<file path="config.mk">
export PLATFORM = sky130hd
export DESIGN_NAME = event_stretcher_flat
export DESIGN_NICKNAME = d
export VERILOG_FILES = /design/src/rtl/event_stretcher_pkg.sv /design/src/rtl/event_stretcher_if.sv /design/src/rtl/d_ff_re.sv /design/src/rtl/event_stretcher.sv /design/src/flat_wrapper.sv
export SDC_FILE = /design/constraint.sdc
export NUM_CORES = 1
export LEC_CHECK = 0
export BUFFER_PORTS_ARGS = -buffer_cell sky130_fd_sc_hd__buf_2
export CAP_MARGIN = 20
export CORE_AREA = 4 4 41 43
export CTS_CLUSTER_SIZE = 16
export DETAILED_ROUTE_END_ITERATION = 10
export DIE_AREA = 0 0 45 47
export GPL_ROUTABILITY_DRIVEN = 1
export PLACE_DENSITY = 0.55
export SLEW_MARGIN = 10
export SYNTH_ARGS = -nofsm -noshare
export SYNTH_HDL_FRONTEND = slang
export SYNTH_HIERARCHICAL = 1
export SYNTH_SLANG_ARGS = --single-unit
</file>
<file path="constraint.sdc">
create_clock -name clk -period 3.6 [get_ports clk]
set_input_delay 0.36 -clock clk [delete_from_list [all_inputs] [get_ports clk]]
set_output_delay 0.36 -clock clk [all_outputs]
set_load 0.02 [all_outputs]
</file>
<file path="src/rtl/event_stretcher_pkg.sv">
// event_stretcher_pkg: shared state encodings and default tick constants
package event_stretcher_pkg;
   typedef enum logic [1:0] {
      IDLE = 2'b00,
      ON   = 2'b01,
      GAP  = 2'b10
   } state_t;
   localparam int DEF_ON_TICKS   = 4;
   localparam int DEF_OFF_TICKS  = 3;
   localparam int DEF_CNT_WIDTH  = 3;
   localparam int DEF_PEND_WIDTH = 2;
endpackage

</file>
<file path="src/rtl/event_stretcher_if.sv">
// event_stretcher_if: event/tick inputs and LED/status outputs of the stretcher
interface event_stretcher_if #(parameter int PEND_WIDTH = 2);
   logic                  en;
   logic                  in;
   logic                  out;
   logic                  busy;
   logic [PEND_WIDTH-1:0] pending;
   logic                  overflow;
   modport master (output en, in, input out, busy, pending, overflow);
   modport slave  (input en, in, output out, busy, pending, overflow);
endinterface

</file>
<file path="src/rtl/d_ff_re.sv">
// d_ff_re: register with synchronous active-high reset and enable
module d_ff_re #(parameter int W = 1) (
   input  logic         clk,
   input  logic         r,
   input  logic         e,
   input  logic [W-1:0] d,
   output logic [W-1:0] q
);
   // reset wins over enable; enable low holds the value
   always_ff @(posedge clk)
      q <= r ? '0 : e ? d : q;
endmodule

</file>
<file path="src/rtl/event_stretcher.sv">
// event_stretcher: turns single-cycle event pulses into visible LED blinks
module event_stretcher
   import event_stretcher_pkg::*;
#(
   parameter int ON_TICKS   = DEF_ON_TICKS,
   parameter int OFF_TICKS  = DEF_OFF_TICKS,
   parameter int CNT_WIDTH  = DEF_CNT_WIDTH,
   parameter int PEND_WIDTH = DEF_PEND_WIDTH
) (
   input  logic             clk,
   input  logic             reset,
   event_stretcher_if.slave bus
);
   logic [1:0]            st_q, st_d;
   logic [CNT_WIDTH-1:0]  tm_q, tm_d;
   logic [PEND_WIDTH-1:0] pend_q, pend_d;
   logic                  ovf_q;
   logic                  active, on_end, gap_end, start, tm_e, pend_full;
   assign active    = st_q == ON || st_q == GAP;
   assign on_end    = st_q == ON  && tm_q == CNT_WIDTH'(ON_TICKS - 1);
   assign gap_end   = st_q == GAP && tm_q == CNT_WIDTH'(OFF_TICKS - 1);
   assign start     = st_q == IDLE && pend_q != '0;
   assign pend_full = pend_q == '1;
   // timer only moves on tick strobes while blinking; outside a blink it is forced to zero
   assign tm_e = bus.en || !active;
   // next state and timer; the unused code falls back to IDLE
   always_comb begin
      st_d = start                    ? ON
           : (on_end  && bus.en)      ? GAP
           : (gap_end && bus.en)      ? IDLE
           : (active || st_q == IDLE) ? st_q
           :                            IDLE;
      tm_d = (active && !on_end && !gap_end) ? tm_q + 1'b1 : '0;
   end
   d_ff_re #(.W(2)) u_state (
      .clk (clk),
      .r   (~reset),
      .e   (1'b1),
      .d   (st_d),
      .q   (st_q)
   );
   d_ff_re #(.W(CNT_WIDTH)) u_timer (
      .clk (clk),
      .r   (~reset),
      .e   (tm_e),
      .d   (tm_d),
      .q   (tm_q)
   );
   // saturating queue: an arrival and a blink start in the same cycle cancel out
   always_comb
      pend_d = (bus.in && !start && !pend_full) ? pend_q + 1'b1
             : (!bus.in && start)               ? pend_q - 1'b1
             :                                    pend_q;
   // pending count and sticky drop flag
   always_ff @(posedge clk)
      if (!reset) begin
         pend_q <= '0;
         ovf_q  <= 1'b0;
      end else begin
         pend_q <= pend_d;
         ovf_q  <= ovf_q | (bus.in && !start && pend_full);
      end
   assign bus.out      = st_q == ON;
   assign bus.busy     = st_q != IDLE;
   assign bus.pending  = pend_q;
   assign bus.overflow = ovf_q;
endmodule

</file>
<file path="src/flat_wrapper.sv">
// flat-port wrapper written by rule: the top's interface ports become plain ports
module event_stretcher_flat import event_stretcher_pkg::*;
#(
   parameter int ON_TICKS   = DEF_ON_TICKS,
   parameter int OFF_TICKS  = DEF_OFF_TICKS,
   parameter int CNT_WIDTH  = DEF_CNT_WIDTH,
   parameter int PEND_WIDTH = DEF_PEND_WIDTH
)
  (clk, reset, bus_en, bus_in, bus_out, bus_busy, bus_pending, bus_overflow);
  event_stretcher_if #(.PEND_WIDTH(PEND_WIDTH)) bus_i ();
  input  logic clk;
  input  logic reset;
  input wire logic [$bits(bus_i.en)-1:0] bus_en;
  input wire logic [$bits(bus_i.in)-1:0] bus_in;
  output wire logic [$bits(bus_i.out)-1:0] bus_out;
  output wire logic [$bits(bus_i.busy)-1:0] bus_busy;
  output wire logic [$bits(bus_i.pending)-1:0] bus_pending;
  output wire logic [$bits(bus_i.overflow)-1:0] bus_overflow;
  assign bus_i.en = bus_en;
  assign bus_i.in = bus_in;
  assign bus_out = bus_i.out;
  assign bus_busy = bus_i.busy;
  assign bus_pending = bus_i.pending;
  assign bus_overflow = bus_i.overflow;
  event_stretcher #(.ON_TICKS(ON_TICKS), .OFF_TICKS(OFF_TICKS), .CNT_WIDTH(CNT_WIDTH), .PEND_WIDTH(PEND_WIDTH)) u_core (.clk(clk), .reset(reset), .bus(bus_i));
endmodule
</file>
==> results of run 1 <==
[state kept, by name (all words and copies together), names as in the netlist]
name / cells
u_core/u_timer/q: 3
u_core/bus.overflow: 1
u_core/u_state/q: 2
u_core/bus.pending: 2
[power by group through the flow]
stage | clock, W | combinational, W | sequential [W]
after CTS | 0.0000699 | 0.0000285 | 0.0000940
after detailed placement | 0 | 0.0000283 | 0.0000959
after global placement | 0 | 0.0000282 | 0.0000959
after global routing | 0.0000753 | 0.0000313 | 0.0000943
after floorplan | 0 | 0.0000187 | 0.0000966
final | 0.0000658 | 0.0000281 | 0.0000939
[routing by layer]
layer | global-route usage (%) | part of all wire [%]
met1 | 12.8 | 50
met2 | 14.1 | 43
met3 | 3.45 | 5.0
met4 | 4.68 | 1.1
met5 | 0 | 0
[final cells by class]
type | count | area [um2] | share of cell area, %
clock buffers | 3 | 22.5 | 3.88
flip-flops and latches | 8 | 160 | 27.6
well taps | 15 | 18.8 | 3.23
multi-input cells | 47 | 317 | 54.5
inverters | 6 | 22.5 | 3.88
repair buffers | 8 | 40.0 | 6.90
[how the worst max path moves through the flow]
stage	startpoint	end	slack, ns	depth (start not counted)
detailed placement	u_core/u_state/q[1]	u_core/bus.pending[0]	2.18	5
global route	u_core/u_state/q[0]	bus_busy	1.98	4
CTS	u_core/u_state/q[1]	bus_busy	2.05	4
global placement	u_core/u_state/q[0]	u_core/bus.pending[0]	2.20	5
floorplan	u_core/u_state/q[0]	u_core/bus.pending[0]	2.27	5
finish	u_core/u_state/q[0]	bus_busy	2.08	4
[worst register-to-register path, cell delays in order (launching register included)]
cell,delay (ns)
dfxtp_1,0.34
inv_1,0.08
ha_1,0.27
or3b_2,0.45
nand3_1,0.09
a21oi_1,0.06
[placed cells by master (no fill, tap or decap)]
cell and n:
mux2i_1 5, a31oi_1 1, buf_2 8, dfxtp_1 8, inv_1 6, or2b_1 1
or3_1 1, conb_1 2, nor2_1 9, nand3b_1 1, ha_1 7, or3b_2 1
and3_1 1, o211ai_1 1, nand2_1 6, nand4b_1 1, clkbuf_4 3, o21ai_0 2
a21oi_1 3, a21boi_0 1, nand2b_1 1, nand3_1 2, and2b_1 1
[logic make-up after synthesis]
kind of cell	count (synthesis)	synth area share [%]
adder cells (fa/ha/maj)	7	17.7
buffers and inverters	6	4.55
flip-flops	8	32.3
AO/OA/AOI/OAI	8	9.34
other	1	0.757
multiplexers	5	10.1
AND/OR/NAND/NOR	25	25.3
[metrics by stage]
stage          total power (W)  instances
2_1_floorplan         0.000115         61
3_3_place_gp          0.000124         84
3_5_place_dp          0.000124         84
4_1_cts               0.000192         87
5_1_grt               0.000201         87
6_report              0.000188         87
==> results.md, run 1 <==
* Crit-path leading delay family: flip-flops
* Post_cts resized at 0
* Post-layout util at 44.6%
* RSZ-0062 raised after global routing: no
* Initial core utilization at 38.1%
* Final ANT Viol Nets at 0
* Avg Cell Area, Syn at 8.26 um2
* Most used DFF post-synth: dfxtp_1
* R2R Path Start: u_core/u_state/q[0]
* Total number of yosys warnings at 6
* Sequential area share after synthesis at 32.3%
* CP required at roughly 3.2 ns
* Sw Ratio at 25.2%
* Worst skew pair latency at 0.24 ns
* Area of the core at 1300 um2
* Final instance area at 581 um2
* Post-DP HPWL at 703 um
* CTS H-Tree Depth at 1
* Count leader, synth: nor2_1
* Reg2reg setup slack at 2.17 ns
* Dpl ws at roughly 2.2 ns
* Crit path capture type: primary output
* Comb pwr share at 15.0%
* Final setup margin at 2.08 ns
* Vias in the first global route at between 300 and 400
* Cell variety after synth at 21
* Largest net degree at the start of global routing at 9
* Worst path most repeated cell: inv_1
* #FFs+latches synth at 8
* Final Max Slew Viols at 0
* Share of power burned in registers at 50.0%
* Slowest CP cell: dfxtp_1
* Number of synthesized flops with an enable pin at 0
* Synth Instances at 60
* WL/cell at 10.5 um
* Worst Clk Skew at 0.00104 ns
* Cell taking the most area after synthesis: dfxtp_1
* First-pass GRT wire length at 1.49 mm
* Type of origin of the critical path: register
* IO Count at 9
* Synthesized area at slightly below 500 um2
* HP Class: in2reg
* Die Area at 2120 um2
* Setup tns final at 0 ns
* PD cells at about 320 nW/um2
* Number of I/O port buffers at 8
* Remaining Overflow, GRT at 0
* MaxCap Viol Count at 0
* Worst hold path depth at 3
* DRC Markers at 0
* CTS tree: done
* Fin. Hold Viols at 0
* Core Rows at 13
* Nets at 85
* # setup viols final at 0
* Peak VDD IR at 0.187 mV
* WHS Endpoint: u_core/u_state/q[1]
* Die outline height at 47 um
* Setup Crit Path Kind: reg2out
* Via-to-Cell Ratio at 4.67
* Fmax at 656 MHz
* Initial DRC count at 9
* Setup Fix Bufs, Post-CTS at 0
* Critical Path Max Stage Delay at 0.34 ns
* Yosys top cell area share at 32.3%
* CTS clk-pin slew, worst paths at about 0.050 ns
* Clock share of power at 35.0%
* Fin crit share at 42.4%
* Area grow syn2layout at 17.2%
* Die X at 45 um
* Internal at 0.000141 W
* Static Leak at between 0.2 and 0.3 nW
* Crit path arrival time at 1.16 ns
* Layout fillers at 151
* Clk sink count at 8
* Status: completed
* R2R cell count at 5
* Share of post-route cells with drive strength above 1 at 16.7%
* Asr flop ratio synth at 0%
* Clk buf depth at 2
* Crit path time final at around 1.5 ns
* CTS Buf Count at 3
* Diode count at 0
* Hold slack at 0.468 ns
* Initial antenna violation count at 0
* RePlAce Congestion at 0.743
* Synth area leaders: dfxtp_1 32%, ha_1 18%, mux2i_1 10%
* Initial DRT Pass Iterations at 4
* Critical path peak fanout at 7
* RR Endpoint: u_core/bus.pending[0]
* DP Area at 558 um2
* Root buffer cell: clkbuf_4
* CP cell instances: inv_1 > ha_1 > inv_1 > buf_2
* Vias at 406
* Commonest cells in the netlist: 9 x nor2_1, 8 x dfxtp_1, 7 x ha_1
* Buffers and inverters on the worst path at 3
* # hold bufs at CTS at 0
* Net Sw Power at 0.0000473 W
* Hold path startpoint: reset
* Routed wire length at 911 um
* Gr usage total at roughly a tenth
(Power assumes the default switching activity.)
==> run 2: changes to the inputs <==
Settings changed: PLACE_DENSITY 0.55 to 0.57.
Clock period 3.6 ns to 1.27 ns, I/O delays scaled along.
==> results.md, run 2 (synthesized netlist as in run 1, its figures left out) <==
* Post-layout util at 53.4%
* Critical Path Max Stage Delay at 0.37 ns
* Fin. Hold Viols at 0
* Dpl ws at -0.103 ns
* Clk sink count at 8
* Root buffer cell: clkbuf_4
* Crit path time final at 1.30 ns
* RePlAce Congestion at 0.713
* Crit-path leading delay family: simple AND/OR/NAND/NOR gates
* Hold path startpoint: reset
* Initial core utilization at 38.1%
* Post-DP HPWL at 725 um
* Crit path arrival time at between 1 and 1.5 ns
* HP Class: in2reg
* Gr usage total at 11.0%
* Nets at 88
* Via-to-Cell Ratio at 4.94
* Diode count at 0
* CTS Buf Count at 3
* Core Rows at 13
* Die Area at approximately 2100 um2
* Commonest non-fill, non-tap cell in the layout: nor2_1
* CP required at 1.45 ns
* Worst hold path depth at 3
* Initial DRT Pass Iterations at 4
* Setup Crit Path Kind: reg2reg
* Critical path peak fanout at 6
* Max reg flops at 3
* Commonest cells after routing, fill and taps aside: 9 x nor2_1, 8 x buf_2, 6 x nand2_1
* R2R cell count at 5
* Vias at around 450
* Number of I/O port buffers at 8
* Reg2reg setup slack at -0.03 ns
* Peak VDD IR at 0.429 mV
* # hold bufs at CTS at 0
* Final setup margin at -0.0316 ns
* Final Max Slew Viols at 0
* MaxCap Viol Count at 0
* Routed wire length at 1.10 mm
* Share of post-route cells with drive strength above 1 at 37.3%
* First-pass GRT wire length at 1.62 mm
* WL/cell at 12.2 um
* Area grow syn2layout at 40.2%
* Status: finished with violations
* R2R Path Start: u_core/u_state/q[0]
* CTS tree: done
* Type of origin of the critical path: register
* CTS H-Tree Depth at 1
* Fin crit share at 102%
* WHS Endpoint: u_core/u_timer/q[0]
* RSZ-0062 raised after global routing: yes
* Vias in the first global route at 408
* PD cells at 809 nW/um2
* Most flop-heavy register: u_core/u_timer/q
* DRC Markers at 0
* Die outline height at 47 um
* Buffers and inverters on the worst path at 1
* CP cell instances: inv_4 > ha_4 > and3_1 > or3_1 > a21oi_2
* Initial DRC count at 3
* # setup viols final at 2
* Die X at 45 um
* Final ANT Viol Nets at 0
* Slowest CP cell: dfxtp_4
* Largest net degree at the start of global routing at 9
* Clk buf depth at 2
* Fmax at 768 MHz
* Crit path capture type: register
* Area of the core at 1300 um2
* IO Count at 9
* Remaining Overflow, GRT at 0
* Violations in the final reports: negative setup slack
* RR Endpoint: u_core/bus.pending[0]
* CTS clk-pin slew, worst paths at 0.06 ns
* Initial antenna violation count at 0
* Static Leak at 0.313 nW
* Worst Clk Skew at 0.00923 ns
* Worst skew pair latency at 0.25 ns
## run 2: metrics by stage
step	hold slack [ns]	cells	setup TNS (ns)	instance area, um2	total power (W)
6_report	0.206	90	-0.0517	694	0.000561
5_1_grt	0.242	90	-0.245	694	0.000598
4_1_cts	0.220	90	0	637	0.000565
3_5_place_dp	0.467	87	-0.236	583	0.000360
3_3_place_gp	0.454	87	-0.191	583	0.000359
2_1_floorplan	0.335	61	-0.0903	502	0.000328
## run 2: worst max path at each step
stage	start	end	slack, ns	cells after the start
floorplan	u_core/u_state/q[1]	u_core/u_timer/q[0]	-0.02	6
global placement	u_core/u_state/q[0]	u_core/bus.pending[0]	-0.05	5
detailed placement	u_core/u_state/q[0]	u_core/bus.pending[0]	-0.10	5
CTS	u_core/u_state/q[1]	u_core/u_timer/q[0]	0.003	6
global route	u_core/u_state/q[0]	u_core/u_timer/q[0]	-0.09	6
finish	u_core/u_state/q[0]	u_core/bus.pending[0]	-0.03	5
## run 2: worst min-delay path, cell delays in order
cell	delay, ns
buf_2	0.07
inv_1	0.11
nor2_1	0.10
## run 2: final cells by class
type,instances,area [um2]
Sequential cell,8,173
Timing Repair Buffer,11,62.6
Tap cell,15,18.8
Multi-Input combinational cell,47,390
Inverter,6,27.5
Fill cell,133,607
Clock buffer,3,22.5
## run 2: where the power goes
group | switching [W] | internal, W
logic | 0.0000550 | 0.0000475
clock network | 0.0000838 | 0.000108
registers | 0.0000120 | 0.000255
## run 2: metal layers
metal  wire (um)  track usage (%)  vias to the layer above
met5           0                0                        -
met4          21             8.77                        0
met3          37             2.30                        2
met2         558             17.5                       12
met1         482             12.8                      199
li1            -                -                      232
## run 2: what timing repair did
action | in CTS | in global routing
pin swaps | 1 | 8
buffers inserted | 0 | 0
setup endpoints to repair | 6 | 8
resized for setup | 12 | 14
==> run 3: changes to the inputs <==
Settings changed: PLACE_DENSITY 0.57 to 0.62.
==> results.md, run 3 (synthesized netlist as in run 1, its figures left out) <==
* Share of post-route cells with drive strength above 1 at a little under two fifths
* Die outline height at ~47 um
* Setup Crit Path Kind: reg2reg
* Die X at approximately 45 um
* Worst Clk Skew at 0.000549 ns
* # setup viols final at 0
* Peak VDD IR at 0.595 mV
* Critical Path Max Stage Delay at 0.38 ns
* Most flop-heavy register: u_core/u_timer/q
* Vias in the first global route at roughly 380
* Initial DRC count at 1
* Die Area at 2120 um2
* Nets at 89
* Post-layout util at 53.8%
* Clk buf depth at 2
* Final Max Slew Viols at 0
* Via-to-Cell Ratio at 4.84
* Critical path peak fanout at 6
* Gr usage total at 9.34%
* Slowest CP cell: dfxtp_4
* Commonest non-fill, non-tap cell in the layout: nor2_1
* MaxCap Viol Count at 0
* Fmax at between 700 and 800 MHz
* WL/cell at 10.6 um
* Post-DP HPWL at 714 um
* CP required at 1.44 ns
* Routed wire length at 967 um
* CP cell instances: inv_4 > ha_4 > and3_1 > or3_1 > a21oi_1
* Fin. Hold Viols at 0
* Remaining Overflow, GRT at 0
* Setup Fix Bufs, Post-CTS at 0
* Type of origin of the critical path: register
* Crit path time final at between 1 and 1.5 ns
* Number of I/O port buffers at 8
* PD cells at around 780 nW/um2
* RSZ-0062 raised after global routing: yes
* Crit path capture type: register
* HP Class: in2reg
* Largest net degree at the start of global routing at 9
* Diode count at 0
* Area grow syn2layout at 41.4%
* CTS H-Tree Depth at 1
* Commonest cells after routing, fill and taps aside: 9 x nor2_1, 8 x buf_2, 6 x nand2_1
* Crit-path leading delay family: simple AND/OR/NAND/NOR gates
* CTS tree: done
* Setup tns final at 0 ns
* Crit path arrival time at ~1.4 ns
* Initial core utilization at 38.1%
* Worst skew pair latency at between 0.2 and 0.25 ns
* IO Count at 9
* Core Rows at 13
* First-pass GRT wire length at between 1 and 1.5 mm
* Final ANT Viol Nets at 0
* Layout fillers at 134
* Area of the core at 1300 um2
* Status: completed
* Fin crit share at 98.7%
* Dpl ws at -0.0631 ns
* Root buffer cell: clkbuf_4
* Final setup margin at ~0.017 ns
* Vias at 440
* CTS Buf Count at 3
* Buffers and inverters on the worst path at 1
* DRC Markers at 0
* Max reg flops at 3
* Initial antenna violation count at 0
* # hold bufs at CTS at 0
* RePlAce Congestion at roughly 0.67
* Hold slack at 0.211 ns
* Initial DRT Pass Iterations at 2
* Clk sink count at 8
* CTS clk-pin slew, worst paths at 0.05 ns
* Static Leak at 0.319 nW
-- run 3: layout make-up --
cell class | count | area [um2] | area share [%]
tap | 15 | 18.8 | 2.68
multi-input combinational | 47 | 389 | 55.5
clock buffer | 3 | 22.5 | 3.21
timing repair buffer | 12 | 70.1 | 10.0
inverter | 6 | 27.5 | 3.93
sequential | 8 | 173 | 24.6
-- run 3: metal layers --
metal	GRT usage [%]	share of wire [%]	routed length [um]
met1	10.8	45	439
met2	16.7	50	488
met3	1.15	3.0	29
met4	5.26	0.93	9
met5	0	0	0
-- run 3: through the flow --
stage | area, um2 | cells | power, W
after floorplan | 502 | 61 | 0.000328
after global placement | 591 | 88 | 0.000361
after detailed placement | 591 | 88 | 0.000361
after CTS | 624 | 91 | 0.000543
after global routing | 701 | 91 | 0.000586
final | 701 | 91 | 0.000545
-- run 3: path summary, 6_finish.rpt --
path                             from  depth (start not counted)  slack [ns]               endpoint
setup reg to reg  u_core/u_state/q[1]                          5        0.02  u_core/bus.pending[0]
hold / removal                  reset                          3        0.21    u_core/u_timer/q[1]
setup / recovery  u_core/u_state/q[1]                          5        0.02  u_core/bus.pending[0]
hold reg to reg   u_core/bus.overflow                          2        0.48    u_core/bus.overflow
-- run 3: worst reg2reg max path: stages (launching register included) --
cell and delay (ns):
dfxtp_4 0.38, inv_4 0.05, ha_4 0.17, and3_1 0.15, or3_1 0.31, a21oi_1 0.13
-- run 3: what timing repair did --
| item | 4_1_cts | 5_1_grt |
|---|---|---|
| gates resized for setup | 5 | 20 |
| endpoints found under the setup margin | 7 | 9 |
| pin swaps | 2 | 4 |
-- run 3: power breakdown --
| group | switching, W | internal (W) | leakage [nW] |
|---|---|---|---|
| sequential | 0.0000118 | 0.000255 | 0.0677 |
| combinational | 0.0000522 | 0.0000482 | 0.237 |
| clock | 0.0000707 | 0.000107 | 0.0138 |
| total | 0.000135 | 0.000411 | 0.319 |
